<file path="config.mk">
export PLATFORM = sky130hd
export DESIGN_NAME = sha512_sched_ctrl
export DESIGN_NICKNAME = d
export VERILOG_FILES = /design/src/rtl/sha512_pkg.sv /design/src/rtl/sha512_sched_adder.sv /design/src/rtl/sha512_sched_ctrl.sv
export SDC_FILE = /design/constraint.sdc
export NUM_CORES = 1
export LEC_CHECK = 0
export ABC_AREA = 1
export BUFFER_PORTS_ARGS = -buffer_cell sky130_fd_sc_hd__buf_2
export CORE_AREA = 2 2 157 159
export CTS_BUF_LIST = sky130_fd_sc_hd__clkbuf_8
export CTS_CLUSTER_DIAMETER = 100
export DETAILED_ROUTE_END_ITERATION = 7
export DIE_AREA = 0 0 159 161
export PLACE_DENSITY_LB_ADDON = 0.1
export SYNTH_ARGS = -nofsm -noshare
export SYNTH_HDL_FRONTEND = slang
export SYNTH_SLANG_ARGS = --single-unit
export TNS_END_PERCENT = 5
</file>
<file path="constraint.sdc">
create_clock -name clk -period 13.4 [get_ports clk]
set_clock_uncertainty 0.2 [all_clocks]
set_input_delay 2.68 -clock clk [delete_from_list [all_inputs] [get_ports clk]]
set_output_delay 2.68 -clock clk [all_outputs]
set_load 0.05 [all_outputs]
</file>
<file path="src/rtl/sha512_pkg.sv">
// Shared types, constants and small-sigma helpers for the SHA-512 message schedule.
package sha512_pkg;

  typedef logic [63:0] word_t;
  typedef logic [6:0]  round_t;

  typedef enum logic [1:0] {
    S_IDLE,
    S_LOAD,
    S_EXPAND,
    S_DONE
  } sched_state_e;

  localparam int NUM_ROUNDS = 80;
  localparam int LOAD_WORDS = 16;

  // s0(x) = ROTR1 ^ ROTR8 ^ SHR7, rotations written as fixed concatenations
  function automatic word_t sigma0_small(input word_t x);
    return {x[0], x[63:1]} ^ {x[7:0], x[63:8]} ^ (x >> 7);
  endfunction

  // s1(x) = ROTR19 ^ ROTR61 ^ SHR6
  function automatic word_t sigma1_small(input word_t x);
    return {x[18:0], x[63:19]} ^ {x[60:0], x[63:61]} ^ (x >> 6);
  endfunction

endpackage

</file>
<file path="src/rtl/sha512_sched_adder.sv">
// Combinational schedule-word generator: s1(W[t-2]) + W[t-7] + s0(W[t-15]) + W[t-16] mod 2^64.
module sha512_sched_adder
  import sha512_pkg::*;
(
  input  logic [63:0] w_2_i,
  input  logic [63:0] w_7_i,
  input  logic [63:0] w_15_i,
  input  logic [63:0] w_16_i,
  output logic [63:0] sum_o
);

  assign sum_o = sigma1_small(w_2_i) + w_7_i + sigma0_small(w_15_i) + w_16_i;

endmodule

</file>
<file path="src/rtl/sha512_sched_ctrl.sv">
// SHA-512 message-schedule controller: loads W[0..15] from a stream, expands W[16..79].
// Optional macro SCHED_STALL_EN adds an exp_stall input that pauses expansion.
module sha512_sched_ctrl
  import sha512_pkg::*;
(
  input  logic        clk,
  input  logic        reset,
  input  logic        start,
  input  logic        msg_valid,
  input  logic [63:0] msg_word,
  output logic        msg_ready,
  input  logic [63:0] w_2,
  input  logic [63:0] w_7,
  input  logic [63:0] w_15,
  input  logic [63:0] w_16,
  output logic [6:0]  mem_round,
  output logic        mem_we,
  output logic [63:0] mem_wdata,
  output logic        busy,
  output logic        sched_done,
  input  logic        blk_ack
`ifdef SCHED_STALL_EN
  ,
  input  logic        exp_stall
`endif
);

  sched_state_e state_q;
  round_t       round_q;
  logic         ready_q;
  logic         busy_q;
  logic         done_q;

  logic         stall;
  logic         loadHs;
  logic         expWrite;
  word_t        expWord;

`ifdef SCHED_STALL_EN
  assign stall = exp_stall;
`else
  assign stall = 1'b0;
`endif

  sha512_sched_adder u_adder (
    .w_2_i  (w_2),
    .w_7_i  (w_7),
    .w_15_i (w_15),
    .w_16_i (w_16),
    .sum_o  (expWord)
  );

  assign loadHs   = (state_q == S_LOAD) && msg_valid && ready_q;
  assign expWrite = (state_q == S_EXPAND) && !stall;

  // Write strobe and data follow the handshake in the same cycle, so they stay combinational.
  always_comb begin
    mem_we    = loadHs || expWrite;
    mem_wdata = '0;
    if (loadHs) begin
      mem_wdata = msg_word;
    end else if (state_q == S_EXPAND) begin
      mem_wdata = expWord;
    end
  end

  always_ff @(posedge clk or posedge reset) begin
    if (reset) begin
      state_q <= S_IDLE;
      round_q <= '0;
      ready_q <= 1'b0;
      busy_q  <= 1'b0;
      done_q  <= 1'b0;
    end else begin
      case (state_q)
        S_IDLE: begin
          if (start) begin
            state_q <= S_LOAD;
            round_q <= '0;
            ready_q <= 1'b1;
            busy_q  <= 1'b1;
          end
        end
        S_LOAD: begin
          if (loadHs) begin
            round_q <= round_q + 7'd1;
            if (round_q == round_t'(LOAD_WORDS - 1)) begin
              state_q <= S_EXPAND;
              ready_q <= 1'b0;
            end
          end
        end
        S_EXPAND: begin
          if (!stall) begin
            if (round_q == round_t'(NUM_ROUNDS - 1)) begin
              state_q <= S_DONE;
              round_q <= '0;
              busy_q  <= 1'b0;
              done_q  <= 1'b1;
            end else begin
              round_q <= round_q + 7'd1;
            end
          end
        end
        S_DONE: begin
          // blk_ack alone decides the exit; a coincident start is dropped
          if (blk_ack) begin
            state_q <= S_IDLE;
            done_q  <= 1'b0;
          end
        end
        default: begin
          state_q <= S_IDLE;
          round_q <= '0;
          ready_q <= 1'b0;
          busy_q  <= 1'b0;
          done_q  <= 1'b0;
        end
      endcase
    end
  end

  assign msg_ready  = ready_q;
  assign mem_round  = round_q;
  assign busy       = busy_q;
  assign sched_done = done_q;

endmodule
</file>
Word level (Yosys, flattened, before mapping)
Index checks and enable logic that the tools add are counted.
{"block": "classes", "magnitude_cmp": 0, "bitwise": 4, "mux": 21, "reduce_logical": 13, "div": 0, "mul": 0, "n_shift": 0, "n_addsub": 4, "eq_ne": 10}
{"operator": "64-bit adder", "count": 3}
{"operator": "64-bit two-way mux", "count": 2}
{"operator": "64-bit XOR", "count": 2}
{"operator": "64-bit by 57-bit XOR with 64-bit output", "count": 1}
{"operator": "64-bit by 58-bit XOR with 64-bit output", "count": 1}
{"operator": "7-bit two-way mux", "count": 3}
{"operator": "7-bit one-hot mux with 3 select lines", "count": 1}
{"operator": "2-bit two-way mux", "count": 5}
{"operator": "3-bit AND reduction", "count": 3}
{"operator": "2-bit one-hot mux with 4 select lines", "count": 1}
{"operator": "7-bit by 1-bit adder with 7-bit output (second input constant)", "count": 1}
{"operator": "7-bit by 4-bit equality test with 1-bit output (second input constant)", "count": 1}
{"operator": "7-bit equality test (second input constant)", "count": 1}
{"operator": "1-bit two-way mux", "count": 6}
{"operator": "2-bit inequality test (second input constant)", "count": 3}
{"operator": "1-bit one-hot mux with 2 select lines", "count": 3}
{"operator": "2-bit nonzero test", "count": 3}
{"operator": "5-bit AND reduction", "count": 1}
{"operator": "2-bit equality test (second input constant)", "count": 2}
{"operator": "2-bit by 1-bit inequality test with 1-bit output (second input constant)", "count": 2}
{"operator": "4-bit AND reduction", "count": 1}
{"operator": "3-bit nonzero test", "count": 1}
{"operator": "2-bit by 1-bit equality test with 1-bit output (second input constant)", "count": 1}
{"operator": "1-bit logical AND", "count": 2}
{"operator": "other kinds (2)", "count": 2}
{"block": "totals", "romBits": 0, "latch_bits": 0, "in_bits": 325, "register_bits": 12, "ram_bits": 0, "elab_cells": 57, "memories": 0}

Logic depth before layout (Yosys ltp)
Gate-level depths: netlist of run 1.
{"block": "logic_depth", "depth_word": 7, "mapped_depth": 23, "mapped_depth_nobuf": 23}

Cells and area by module
A second synthesis of run 1 with hierarchy kept.
{"block": "hier_totals", "cells_unflattened": 2214, "area_unflattened_um2": 13395.3}
{"module": "sha512_sched_adder", "cells_per_inst": 1891, "area_per_inst_um2": 11599.9, "instances": 1}
{"module": "sha512_sched_ctrl", "cells_per_inst": 323, "area_per_inst_um2": 1795.5, "instances": 1}

Least setup slack after synthesis of run 1
No wires, ideal clock.
{"block": "synth_timing", "kind": "input -> output", "from": "input port w_15[9]", "to": "output port mem_wdata[29]", "path_slack_ns": 4.035, "n_path_buf": 0, "cell_stages": 17, "required_time_ns": 10.520, "arrival_time_ns": 6.485, "path_cell_list": "xnor2_1 > xor2_1 > inv_1 > fa_1 > inv_1 > fa_1 > inv_1 > ha_1 > fa_1 > nand3_1 > nand3_1 > nand3_1 > nand3_2 > nand2_1 > nand2_1 > xnor2_1 > o21ai_0"}
{"block": "synth_between", "elab_chain_len": 6}
{"element": "start, declared", "line_no": "sha512_sched_ctrl.sv:14", "rtl": "input logic [63:0] w_15,"}
{"element": "64-bit XOR", "line_no": "sha512_pkg.sv:19", "rtl": "return {x[0], x[63:1]} ^ {x[7:0], x[63:8]} ^ (x >> 7);"}
{"element": "64-bit by 57-bit XOR with 64-bit output (*)", "line_no": "sha512_pkg.sv:19"}
{"element": "64-bit adder (*) (2 in series)", "line_no": "sha512_sched_adder.sv:12", "rtl": "assign sum_o = sigma1_small(w_2_i) + w_7_i + sigma0_small(w_15_i) + w_16_i;"}
{"element": "64-bit two-way mux (*)", "line_no": "sha512_sched_ctrl.sv:62", "rtl": "end else if (state_q == S_EXPAND) begin"}
{"element": "64-bit two-way mux (*)", "line_no": "sha512_sched_ctrl.sv:60", "rtl": "if (loadHs) begin"}
{"element": "end, declared", "line_no": "sha512_sched_ctrl.sv:18", "rtl": "output logic [63:0] mem_wdata,"}
Every way passes the cells marked *; elsewhere a longest branch is shown, timed or not.

Final worst setup path of run 1
{"block": "layout_timing", "from": "input port w_2[42]", "to": "output port mem_wdata[52]"}
{"block": "layout_between", "elab_chain_len": 7}
{"element": "start, declared", "line_no": "sha512_sched_ctrl.sv:12", "rtl": "input logic [63:0] w_2,"}
{"element": "64-bit XOR", "line_no": "sha512_pkg.sv:24", "rtl": "return {x[18:0], x[63:19]} ^ {x[60:0], x[63:61]} ^ (x >> 6);"}
{"element": "64-bit by 58-bit XOR with 64-bit output (*)", "line_no": "sha512_pkg.sv:24"}
{"element": "64-bit adder (*) (3 in series)", "line_no": "sha512_sched_adder.sv:12"}
{"element": "64-bit two-way mux (*)", "line_no": "sha512_sched_ctrl.sv:62"}
{"element": "64-bit two-way mux (*)", "line_no": "sha512_sched_ctrl.sv:60"}
Marks and branches as above.

==> summary.txt, run 1 <==
Synthesis
  – Area share of the largest cell type after synthesis: 0.201
  – Post-synth top cells: nand2_1 (701), inv_1 (692), xnor2_1 (190)
  – Mux share of post-synthesis cell area: 0
  – Syn avg cell area: 5.87 µm²
  – Top_reg_cell synth: dfrtp_1
  – Post-Synth Simple-Gate Area: 0.294
  – EDFF count, synth: 0
  – Syn Std Cell Area: 13100 µm²
  – Post-synthesis xor/xnor area fraction: 0.174
  – Post-Synth Adder-Cell Area: 0.258
  – Total number of yosys warnings: 0
  – Number of synthesized register bits: 12
  – Cells after Synth: 2233
  – Synth area leader: nand2_1
  – Synth Area in Compound Gates: 0.0480
  – Area contributors post-synth: nand2_1 (20%), inv_1 (20%), fa_1 (19%)
  – Synth cell types: 42
  – Most numerous cell in the Yosys netlist: nand2_1
  – Largest family of logic cells by synthesized area: simple AND/OR/NAND/NOR gates
  – Syn nets: 2753
  – Register area share after synthesis: 0.0229
  – Synth async-reset ratio: 1.00

Clock tree
  – Clk_lat worst skew: 0.25 ns
  – Post-CTS Hold Fix Bufs: 0
  – Post-CTS sizing: 0
  – Longest Clk Path Bufs: 2
  – CTS tree: built
  – H-tree levels: 1
  – Root Driver: clkbuf_8
  – Clk sinks: 12
  – TritonCTS buffer count: 3
  – Post-CTS Setup Bufs: 0
  – Clk slew on worst S/H paths: 0.05 ns

GRT
  – Initial antenna violation count: 5
  – Overall Global Routing Usage: 0.388
  – Gr ovfl total: 0
  – Largest net degree at the start of global routing: 67
  – Global-route wire length before repair: 76600 µm
  – Vias in the first global route: approximately 14k

Routing
  – Detailed-route via count: approximately 14k
  – Routed Antenna Nets: 0
  – 1st-iter DRT viols: 1271
  – Post-DR wirelength/cell: 17.0 µm
  – DR pass1 iterations: 7
  – Final wirelength: 50200 µm
  – Vias per std cell: 4.91
  – DRC viols: 0

Worst setup path
  – CP top delay family: adder cells
  – Worst path buffer plus inverter count: 5
  – Critical Path Most Common Cell: nand2_1
  – Data required, critical path: 10.52 ns
  – Worst Path Arrival: 6.56 ns
  – Critical path type: primary input to output pin
  – CP Cell Sequence: buf_2 > xnor2_1 > xnor2_1 > fa_1 > inv_1 > fa_1 > inv_1 > ha_1 > nand2_1 > nor2_1 > nand2_1 > inv_1 > nand2_1 > nor2_1 > nand2_1 > nand3_1 > nand3_1 > nand2_1 > buf_2
  – CP max stage cell: fa_1
  – CP Launch Type: primary input
  – R2R setup slack: roughly 11 ns
  – CP peak stage delay: slightly above 0.5 ns
  – Crit path max fanout: 5
  – CP endpoint kind: output pin

Timing
  – Slew HR: 0.332
  – Final Critical Period: 9.44 ns
  – RSZ-0062 raised after global routing: no
  – Worst-margin pin slew: 1.00 ns
  – Final Max Slew Viols: 0
  – Max Clock Freq: ~110 MHz
  – Final period utilization: 0.704
  – Hold Vio Cnt, Final: 0
  – Final setup vio count: 0
  – Final setup TNS: 0 ns

Floorplanning
  – Die H: ~160 µm
  – IO Count: 400
  – Num rows: 57
  – Core ar.: about 24000 µm²
  – Starting Density: 0.547
  – Die area: 25600 µm²
  – Die W: between 150 and 200 µm

Pwr
  – Pleak: 9.85 nW
  – Pwr dens: 285 nW/µm²
  – VDD IR-drop max: 0.346 mV

Place
  – Gpl congestion: 1.10
  – HPWL after DPL: 46100 µm
  – I/O Buffers: about 400

Min path
  – Hold WC Path Type: flip-flop to flip-flop

Cells and area
  – Nets: 3145
  – Core Util, Final: 0.647
  – Fraction of layout cells with a size suffix above 1: 0.170
  – Layout area overhead: 18.4%
  – FILL cells: 2339

Flow run
  – Max cap viols: 0

Run status
  – Status: finished clean
-- final cells by class --
class	count	area, µm²	area share
Tap cell	324	405	0.0261
Timing Repair Buffer	400	2000	0.129
Sequential cell	12	300	0.0194
Clock buffer	3	41.3	0.00266
Multi-Input combinational cell	1515	10100	0.654
Inverter	693	2600	0.168
Antenna cell	5	12.5	0.000807
-- placed cells by master (no fill, tap or decap), drive strengths merged --
| master | netlist | routed |
|---|---|---|
| xor2 | 70 | 70 |
| or2 | 1 | 1 |
| o31ai | 1 | 1 |
| and2 | 1 | 1 |
| nor3 | 21 | 21 |
| dfrtp | 12 | 12 |
| inv | 693 | 693 |
| fa | 126 | 126 |
| a31oi | 1 | 1 |
| nand3b | 6 | 6 |
| diode | 0 | 5 |
| clkbuf | 8 | 3 |
| a32o | 1 | 1 |
| nor3b | 1 | 1 |
| nand2 | 710 | 710 |
| ha | 69 | 69 |
| buf | 5 | 400 |
| a21oi | 60 | 60 |
| a22o | 3 | 3 |
| o21a | 1 | 1 |
| nand4 | 3 | 3 |
| xnor2 | 190 | 190 |
| nand3 | 79 | 79 |
| o21bai | 5 | 5 |
| o21ai | 42 | 42 |
| nand2b | 1 | 1 |
| nor4 | 1 | 1 |
| and3 | 1 | 1 |
| a2bb2oi | 1 | 1 |
| nor2 | 119 | 119 |
| a21o | 1 | 1 |
-- metal layers --
layer / track usage / part of all wire / vias up
met5: 0 / 0 / -
met4: 0.177 / 0.055 / 0
met3: 0.0229 / 0.077 / 120
met2: 0.649 / 0.45 / 762
met1: 0.519 / 0.42 / 6505
li1: - / - / 7111
-- path summary, 6_finish.rpt --
| path | start | end | cells after the start |
|---|---|---|---|
| max | w_2[42] | mem_wdata[52] | 19 |
| min | mem_round[2] | mem_round[2] | 2 |
| max reg2reg | state_q[1] | mem_round[4] | 9 |
| min reg2reg | mem_round[2] | mem_round[2] | 2 |
| max in group asynchronous | reset | mem_round[1] | 2 |
| min in group asynchronous | reset | msg_ready | 2 |
-- worst register-to-register path: stages, from the launching register on --
cell     delay (ns)
dfrtp_1        0.41
inv_1          0.11
ha_1           0.20
nand3_1        0.13
inv_2          0.75
o21ai_2        0.17
nor2_4         0.24
inv_1          0.15
o21ai_0        0.21
nor3b_1        0.19
-- report_power, final --
group          total [W]  switching, W  internal, W
combinational    0.00435       0.00316      0.00119
sequential     0.0000363             0    0.0000363
clock          0.0000338     0.0000139    0.0000199
total            0.00442       0.00317      0.00125
-- cell families (layout without fill, tap and decap cells) --
logic type | count (synthesis) | count (layout)
other cells | 0 | 5
xor+xnor | 260 | 260
fa+ha+maj | 195 | 195
compound gates | 116 | 116
flops | 12 | 12
buf+inv | 706 | 1096
simple gates | 944 | 944
-- stage by stage --
| stage | hold WS, ns | cells | power, W | instance area (µm²) | setup WS [ns] |
|---|---|---|---|---|---|
| 2_1_floorplan | 0.331 | 2233 | 0.00316 | 13100 | 4.04 |
| 5_1_grt | 0.391 | 2952 | 0.00479 | 15500 | 3.75 |
| 4_1_cts | 0.352 | 2947 | 0.00434 | 15500 | 4.09 |
| 3_5_place_dp | 0.339 | 2944 | 0.00430 | 15500 | 4.10 |
| 6_report | 0.359 | 2952 | 0.00442 | 15500 | 3.96 |
| 3_3_place_gp | 0.312 | 2944 | 0.00426 | 15500 | 4.14 |
-- registers in the layout, indices dropped and copies added, names as in the netlist --
signal,count
busy,1
mem_round,7
sched_done,1
state_q,2
msg_ready,1
Power figures use the tool's default switching activity.
==> run 2, diff against run 1 <==
Settings changed: ABC_AREA 1 to 0, CORE_AREA 2 2 157 159 to 2 2 155 157, DIE_AREA 0 0 159 161 to 0 0 157 159.
Clock period 13.4 ns to 9.4 ns, I/O delays scaled along.
==> run 2 against run 1 <==
  * Largest power group unchanged
  * Die area down 2.5%
  * Utilization down 8.2 points
  * Critical endpoint is now mem_wdata[63]
  * Routed wire length down 16%
  * Global-route usage down 5.4 points
  * Power up 4.4%
  * Synthesized area down 18%
  * Combinational power up 3%
  * First-iteration DRC count down 57%
==> summary.txt, run 2 <==
Floorplanning
  – Core ar.: 23200 µm² (-3.2%)
  – Num rows: 56 (-1.8%)
  – Starting Density: 0.466 (-0.0812)
  – Die W: 157 µm (-1.3%)
  – Die area: 25000 µm² (-2.5%)
  – Die H: 159 µm (-1.2%)
  – IO Count: 400 (unchanged)

Place
  – I/O Buffers: 399 (unchanged)
  – Gpl congestion: 0.948 (-14%)
  – HPWL after DPL: 38300 µm (-17%)
  – Inst Count DP: 2110 (-28%)

Clock tree
  – H-tree levels: 1 (unchanged)
  – TritonCTS buffer count: 3 (unchanged)
  – Post-CTS Setup Bufs: 0 (unchanged)
  – Longest Clk Path Bufs: 2 (unchanged)
  – Clk slew on worst S/H paths: 0.05 ns (about the same)
  – Post-CTS Hold Fix Bufs: 0 (unchanged)
  – Clk_lat worst skew: 0.25 ns (about the same)
  – Root Driver: clkbuf_8
  – Post-CTS sizing: 0 (unchanged)
  – Clk sinks: 12 (unchanged)
  – CTS tree: built

Pwr
  – Sw Ratio: 0.663 (-0.0549)
  – Net switching power: 0.00306 W (-3.6%)
  – VDD IR-drop max: 0.214 mV (-38%)
  – Pleak: 6.77 nW (-31%)
  – Combinational Power Share: 0.971 (-0.013)
  – Pwr dens: 352 nW/µm² (+23%)
  – Sequential Power Share: 0.016 (+0.008)
  – Clock power share: 0.013 (+0.005)
  – Internal power: 0.00155 W (+25%)

Worst setup path
  – CP endpoint: mem_wdata[63]
  – CP endpoint kind: output pin
  – R2R setup slack: 6.87 ns (-3.68 ns)
  – Data required, critical path: 7.32 ns (-3.20 ns)
  – Crit path max fanout: 3 (-2)
  – Reg2Reg Capture Point: mem_round[3]
  – R2R cell count: 6 (-3)
  – Launch point of the critical path: w_2[1]
  – Worst reg2reg startpoint: state_q[1]
  – CP Launch Type: primary input
  – Critical path type: primary input to output pin
  – Worst Path Arrival: 6.84 ns (+0.28 ns)

Cells and area
  – Largest register FFs: 7 (unchanged)
  – Nets: 2316 (-26%)
  – Most common cell after layout, fill and taps aside: buf_2
  – Commonest non-fill, non-tap cells in the layout: buf_2 (399), inv_1 (304), xnor2_1 (266)
  – Layout area overhead: 21.4%
  – Finished Layout Cells: 2116 (-28%)
  – FILL cells: 2312 (-1.2%)
  – Fraction of layout cells with a size suffix above 1: 0.236 (+0.0660)

Timing
  – RSZ-0062 raised after global routing: no
  – Final period utilization: 0.949
  – Worst-margin pin slew: 1.07 ns (+0.0737 ns)
  – Final setup vio count: 0 (unchanged)
  – Slew HR: 0.281 (-0.0507)
  – Final Max Slew Viols: 0 (unchanged)
  – Final setup TNS: 0 ns (unchanged)
  – Max Clock Freq: 112 MHz
  – Final Critical Period: a little under 9 ns
  – Hold Vio Cnt, Final: 0 (unchanged)

Synthesis
  – Synth cell types: 61 (+45%)
  – Synth area leader: fa_1
  – Syn nets: 1953 (-29%)
  – Area share of the largest cell type after synthesis: 0.234 (+0.0328)
  – Cells after Synth: 1433 (-36%)
  – Post-synth top cells: inv_1 (304), xnor2_1 (266), nand2_1 (134)
  – Total number of yosys warnings: 0 (unchanged)
  – Area contributors post-synth: fa_1 (23%), xnor2_1 (22%), inv_1 (11%)
  – Register area share after synthesis: 0.0278 (+0.00489)
  – Number of synthesized register bits: 12 (unchanged)
  – Synth async-reset ratio: 1.00 (unchanged)
  – EDFF count, synth: 0 (unchanged)
  – Syn Std Cell Area: 10800 µm² (-18%)
  – Syn avg cell area: 7.53 µm² (+28%)
  – Most numerous cell in the Yosys netlist: inv_1
  – Top_reg_cell synth: dfrtp_1

Routing
  – Detailed-route via count: 10.9k (-24%)
  – 1st-iter DRT viols: 546 (-57%)
  – Vias per std cell: 5.17 (+5.3%)
  – Post-DR wirelength/cell: 19.9 µm (+17%)
  – Final wirelength: 42100 µm (-16%)
  – DR pass1 iterations: 5 (-2)
  – Routed Antenna Nets: 0 (unchanged)
  – DRC viols: 0 (unchanged)

Run status
  – Status: finished clean

GRT
  – Overall Global Routing Usage: 0.334 (-0.0540)
  – Gr ovfl total: 0 (unchanged)
  – Initial antenna violation count: 2 (-3)
  – Vias in the first global route: 10.9k (-23%)
  – Global-route wire length before repair: 62800 µm (-18%)
  – Largest net degree at the start of global routing: 58 (-13%)

Min path
  – Hold WC Path Type: flip-flop to flip-flop
  – Hold Path Stages: 1 (-1)

Flow run
  – Max cap viols: 0 (unchanged)
run 2: cell types whose count changed after synthesis, moves of 50 or more:
cell,delta
xnor2_1,+76
inv_1,-388
nand2_1,-567
o21ai_0,+63
nor2_1,-61
nand3_1,-50
run 2: through the flow:
step	area [µm²]	utilization	hold slack, ns	setup slack, ns	power [W]
2_1_floorplan	10800	-	0.358	0.904	0.00331
3_3_place_gp	13000	0.562	0.304	0.623	0.00451
4_1_cts	13100	0.565	0.347	0.502	0.00459
3_5_place_dp	13000	0.562	0.335	0.550	0.00450
6_report	13100	0.565	0.341	0.479	0.00461
5_1_grt	13100	0.565	0.373	0.276	0.00501
run 2: cells by family after synthesis:
group / after synthesis / synth area share
XOR/XNOR: 304 / 0.247
AO/OA/AOI/OAI: 291 / 0.168
AND/OR/NAND/NOR: 279 / 0.118
buffers and inverters: 348 / 0.122
flip-flops: 12 / 0.0278
adder cells (fa/ha/maj): 195 / 0.314
multiplexers: 4 / 0.00394
run 2: layout make-up:
cell class / instances / area [µm²] / area share
tap: 319 / 399 / 0.0305
antenna: 2 / 5.00 / 0.000382
multi-input combinational: 1073 / 9190 / 0.701
timing repair buffer: 402 / 2020 / 0.154
sequential: 12 / 300 / 0.0229
clock buffer: 4 / 55.1 / 0.00420
inverter: 304 / 1140 / 0.0871
run 2: worst min path at each step:
stage | startpoint | to
floorplan | state_q[1] | state_q[1]
global placement | sched_done | sched_done
detailed placement | busy | busy
CTS | mem_round[6] | mem_round[6]
global route | mem_round[6] | mem_round[6]
finish | mem_round[0] | mem_round[0]
run 2: power by group through the flow:
stage                     Sequential [W]  Clock [W]  Combinational [W]
after detailed placement       0.0000750          0            0.00443
after global routing           0.0000767  0.0000617            0.00487
final                          0.0000742  0.0000583            0.00448
after CTS                      0.0000741  0.0000586            0.00445
after floorplan                0.0000938          0            0.00322
after global placement         0.0000745          0            0.00444
run 2: routing by layer:
metal | vias to the layer above | wire length [µm] | global-route usage
met5 | - | 0 | 0
met4 | 0 | 1400 | 0.0955
met3 | 60 | 2340 | 0.0261
met2 | 444 | 20800 | 0.594
met1 | 5182 | 17600 | 0.430
li1 | 5260 | - | -
run 2: worst max-delay path, cell delays in order:
cell and delay [ns]:
buf_2 0.13, xnor2_1 0.28, xnor2_1 0.21, fa_1 0.53
inv_1 0.06, fa_1 0.50, inv_1 0.04, ha_1 0.29
nand2_1 0.12, o21ai_0 0.38, nand4_1 0.25, a2111oi_2 0.57
o2111ai_1 0.24, a21o_1 0.25, a211o_1 0.32, a21oi_1 0.21
mux2i_1 0.26, nand2_1 0.07, buf_2 0.22
==> run 3, diff against run 2 <==
Settings changed: CTS_BUF_LIST sky130_fd_sc_hd__clkbuf_8 to default.
==> run 3 against run 2 <==
  * Sequential share of layout area about the same
  * Utilization increased by 0.17 points
  * Clock power increased by 51%
  * Worst hold slack about the same
  * Non-clock buffer count unchanged
  * Clock-buffer cell count unchanged
  * Power increased by 0.66%
  * Critical path depth unchanged
  * Cell count about the same
  * Routed wire length about the same
  * Highest routed layer is now met5
==> summary.txt, run 3 (synthesis results as in run 2) <==
GRT
  – Overall Global Routing Usage: 0.334 (unchanged)
  – Vias in the first global route: 10.9k (+0.28%)
  – Global-route wire length before repair: 62400 µm (-0.67%)
  – Gr ovfl total: 0 (unchanged)
  – Largest net degree at the start of global routing: 58 (unchanged)
  – Initial antenna violation count: 4 (+2)

Routing
  – DRC viols: 0 (unchanged)
  – DR pass1 iterations: 5 (unchanged)
  – Routed Antenna Nets: 0 (unchanged)
  – Detailed-route via count: 11.0k (+0.037%)
  – Final wirelength: 42200 µm (about the same)
  – Vias per std cell: 5.17 (about the same)
  – 1st-iter DRT viols: 534 (-2.2%)
  – Post-DR wirelength/cell: 19.9 µm (about the same)

Timing
  – Final period utilization: 0.945 (-0.00409)
  – Final Critical Period: 8.88 ns (-0.0385 ns)
  – Hold Vio Cnt, Final: 0 (unchanged)
  – Worst-margin pin slew: 1.08 ns (+0.00858 ns)
  – Final Max Slew Viols: 0 (unchanged)
  – Final setup TNS: 0 ns (unchanged)
  – Slew HR: 0.275 (-0.00574)
  – Final setup vio count: 0 (unchanged)
  – RSZ-0062 raised after global routing: no
  – Max Clock Freq: 113 MHz (+0.43%)

Place
  – Inst Count DP: 2110 (unchanged)
  – HPWL after DPL: 38300 µm (unchanged)
  – Gpl congestion: 0.948 (unchanged)
  – I/O Buffers: 399 (unchanged)

Cells and area
  – Finished Layout Cells: 2118 (+0.095%)
  – Core Util, Final: 0.567 (+0.00167)
  – Fraction of layout cells with a size suffix above 1: 0.236 (unchanged)
  – Most common cell after layout, fill and taps aside: buf_2
  – Commonest non-fill, non-tap cells in the layout: buf_2 (399), inv_1 (304), xnor2_1 (266)
  – Layout area overhead: 21.7%
  – Nets: 2316 (unchanged)
  – Largest register FFs: 7 (unchanged)

Worst setup path
  – CP endpoint kind: output pin
  – Data required, critical path: 7.32 ns (about the same)
  – CP top delay family: compound AO/OA/AOI/OAI gates
  – CP Cell Sequence: buf_2 > xnor2_1 > xnor2_1 > fa_1 > inv_1 > fa_1 > inv_1 > ha_1 > nand2_1 > o21ai_0 > nand4_1 > a2111oi_2 > o2111ai_1 > a21o_1 > a211o_1 > a21oi_1 > mux2i_1 > nand2_1 > buf_2
  – Crit path max fanout: 3 (unchanged)
  – Worst Path Arrival: 6.80 ns (-0.04 ns)
  – Worst path buffer plus inverter count: 4 (unchanged)
  – CP Launch Type: primary input
  – CP peak stage delay: 0.58 ns (about the same)
  – CP max stage cell: a2111oi_2
  – Critical path type: primary input to output pin

Clock tree
  – CTS tree: built
  – H-tree levels: 1 (unchanged)
  – Post-CTS sizing: 0 (unchanged)
  – Clk sinks: 12 (unchanged)
  – Root Driver: clkbuf_16
  – Post-CTS Setup Bufs: 0 (unchanged)
  – Longest Clk Path Bufs: 2 (unchanged)
  – Post-CTS Hold Fix Bufs: 0 (unchanged)
  – Clk_lat worst skew: 0.24 ns (about the same)
  – TritonCTS buffer count: 3 (unchanged)
  – Clk slew on worst S/H paths: 0.04 ns (about the same)

Floorplanning
  – Die W: 157 µm (unchanged)
  – Die area: 25000 µm² (unchanged)
  – Die H: 159 µm (unchanged)
  – Starting Density: 0.466 (unchanged)
  – Num rows: 56 (unchanged)
  – IO Count: 400 (unchanged)
  – Core ar.: 23200 µm² (unchanged)

Flow run
  – Max cap viols: 0 (unchanged)

Pwr
  – Pleak: 6.78 nW (+0.23%)
  – Power, Total: 0.00464 W (+0.66%)
  – Pwr dens: 353 nW/µm² (+0.37%)
  – VDD IR-drop max: 0.214 mV (about the same)

Min path
  – Hold WC Path Type: flip-flop to flip-flop

Run status
  – Status: finished clean
## run 3: final timing paths
| path | from | to | slack, ns | depth (start not counted) |
|---|---|---|---|---|
| hold / removal | mem_round[0] | mem_round[0] | 0.34 | 1 |
| setup / recovery | w_2[1] | mem_wdata[63] | 0.52 | 19 |
| max in group asynchronous | reset | mem_round[6] | 7.22 | 2 |
| hold reg to reg | mem_round[0] | mem_round[0] | 0.34 | 1 |
| min in group asynchronous | reset | mem_round[1] | 1.45 | 2 |
| setup reg to reg | state_q[1] | mem_round[3] | 6.90 | 6 |
## run 3: area by class of cell
class | count | area (µm²)
Clock buffer | 4 | 88.8
Inverter | 304 | 1140
Multi-Input combinational cell | 1073 | 9190
Timing Repair Buffer | 402 | 2020
Sequential cell | 12 | 300
Tap cell | 319 | 399
Antenna cell | 4 | 10.0
Fill cell | 2310 | 10000
## run 3: power by group
| group | internal, W | switching [W] | total (W) |
|---|---|---|---|
| Sequential | 0.0000631 | 0.0000115 | 0.0000746 |
| Clock | 0.0000644 | 0.0000239 | 0.0000882 |
| Combinational | 0.00145 | 0.00302 | 0.00448 |
## run 3: stage by stage
stage	hold WS (ns)	instance area [µm²]	worst slack, ns
after floorplan	0.358	10800	0.904
after global placement	0.304	13000	0.623
after detailed placement	0.335	13000	0.550
after CTS	0.346	13100	0.502
after global routing	0.371	13100	0.276
final	0.342	13100	0.518
## run 3: layer usage
layer / vias to the layer above / global-route usage / share of wire
li1: 5260 / - / -
met1: 5136 / 0.418 / 0.41
met2: 470 / 0.576 / 0.48
met3: 82 / 0.0446 / 0.067
met4: 2 / 0.135 / 0.047
met5: - / 0 / 0.00028
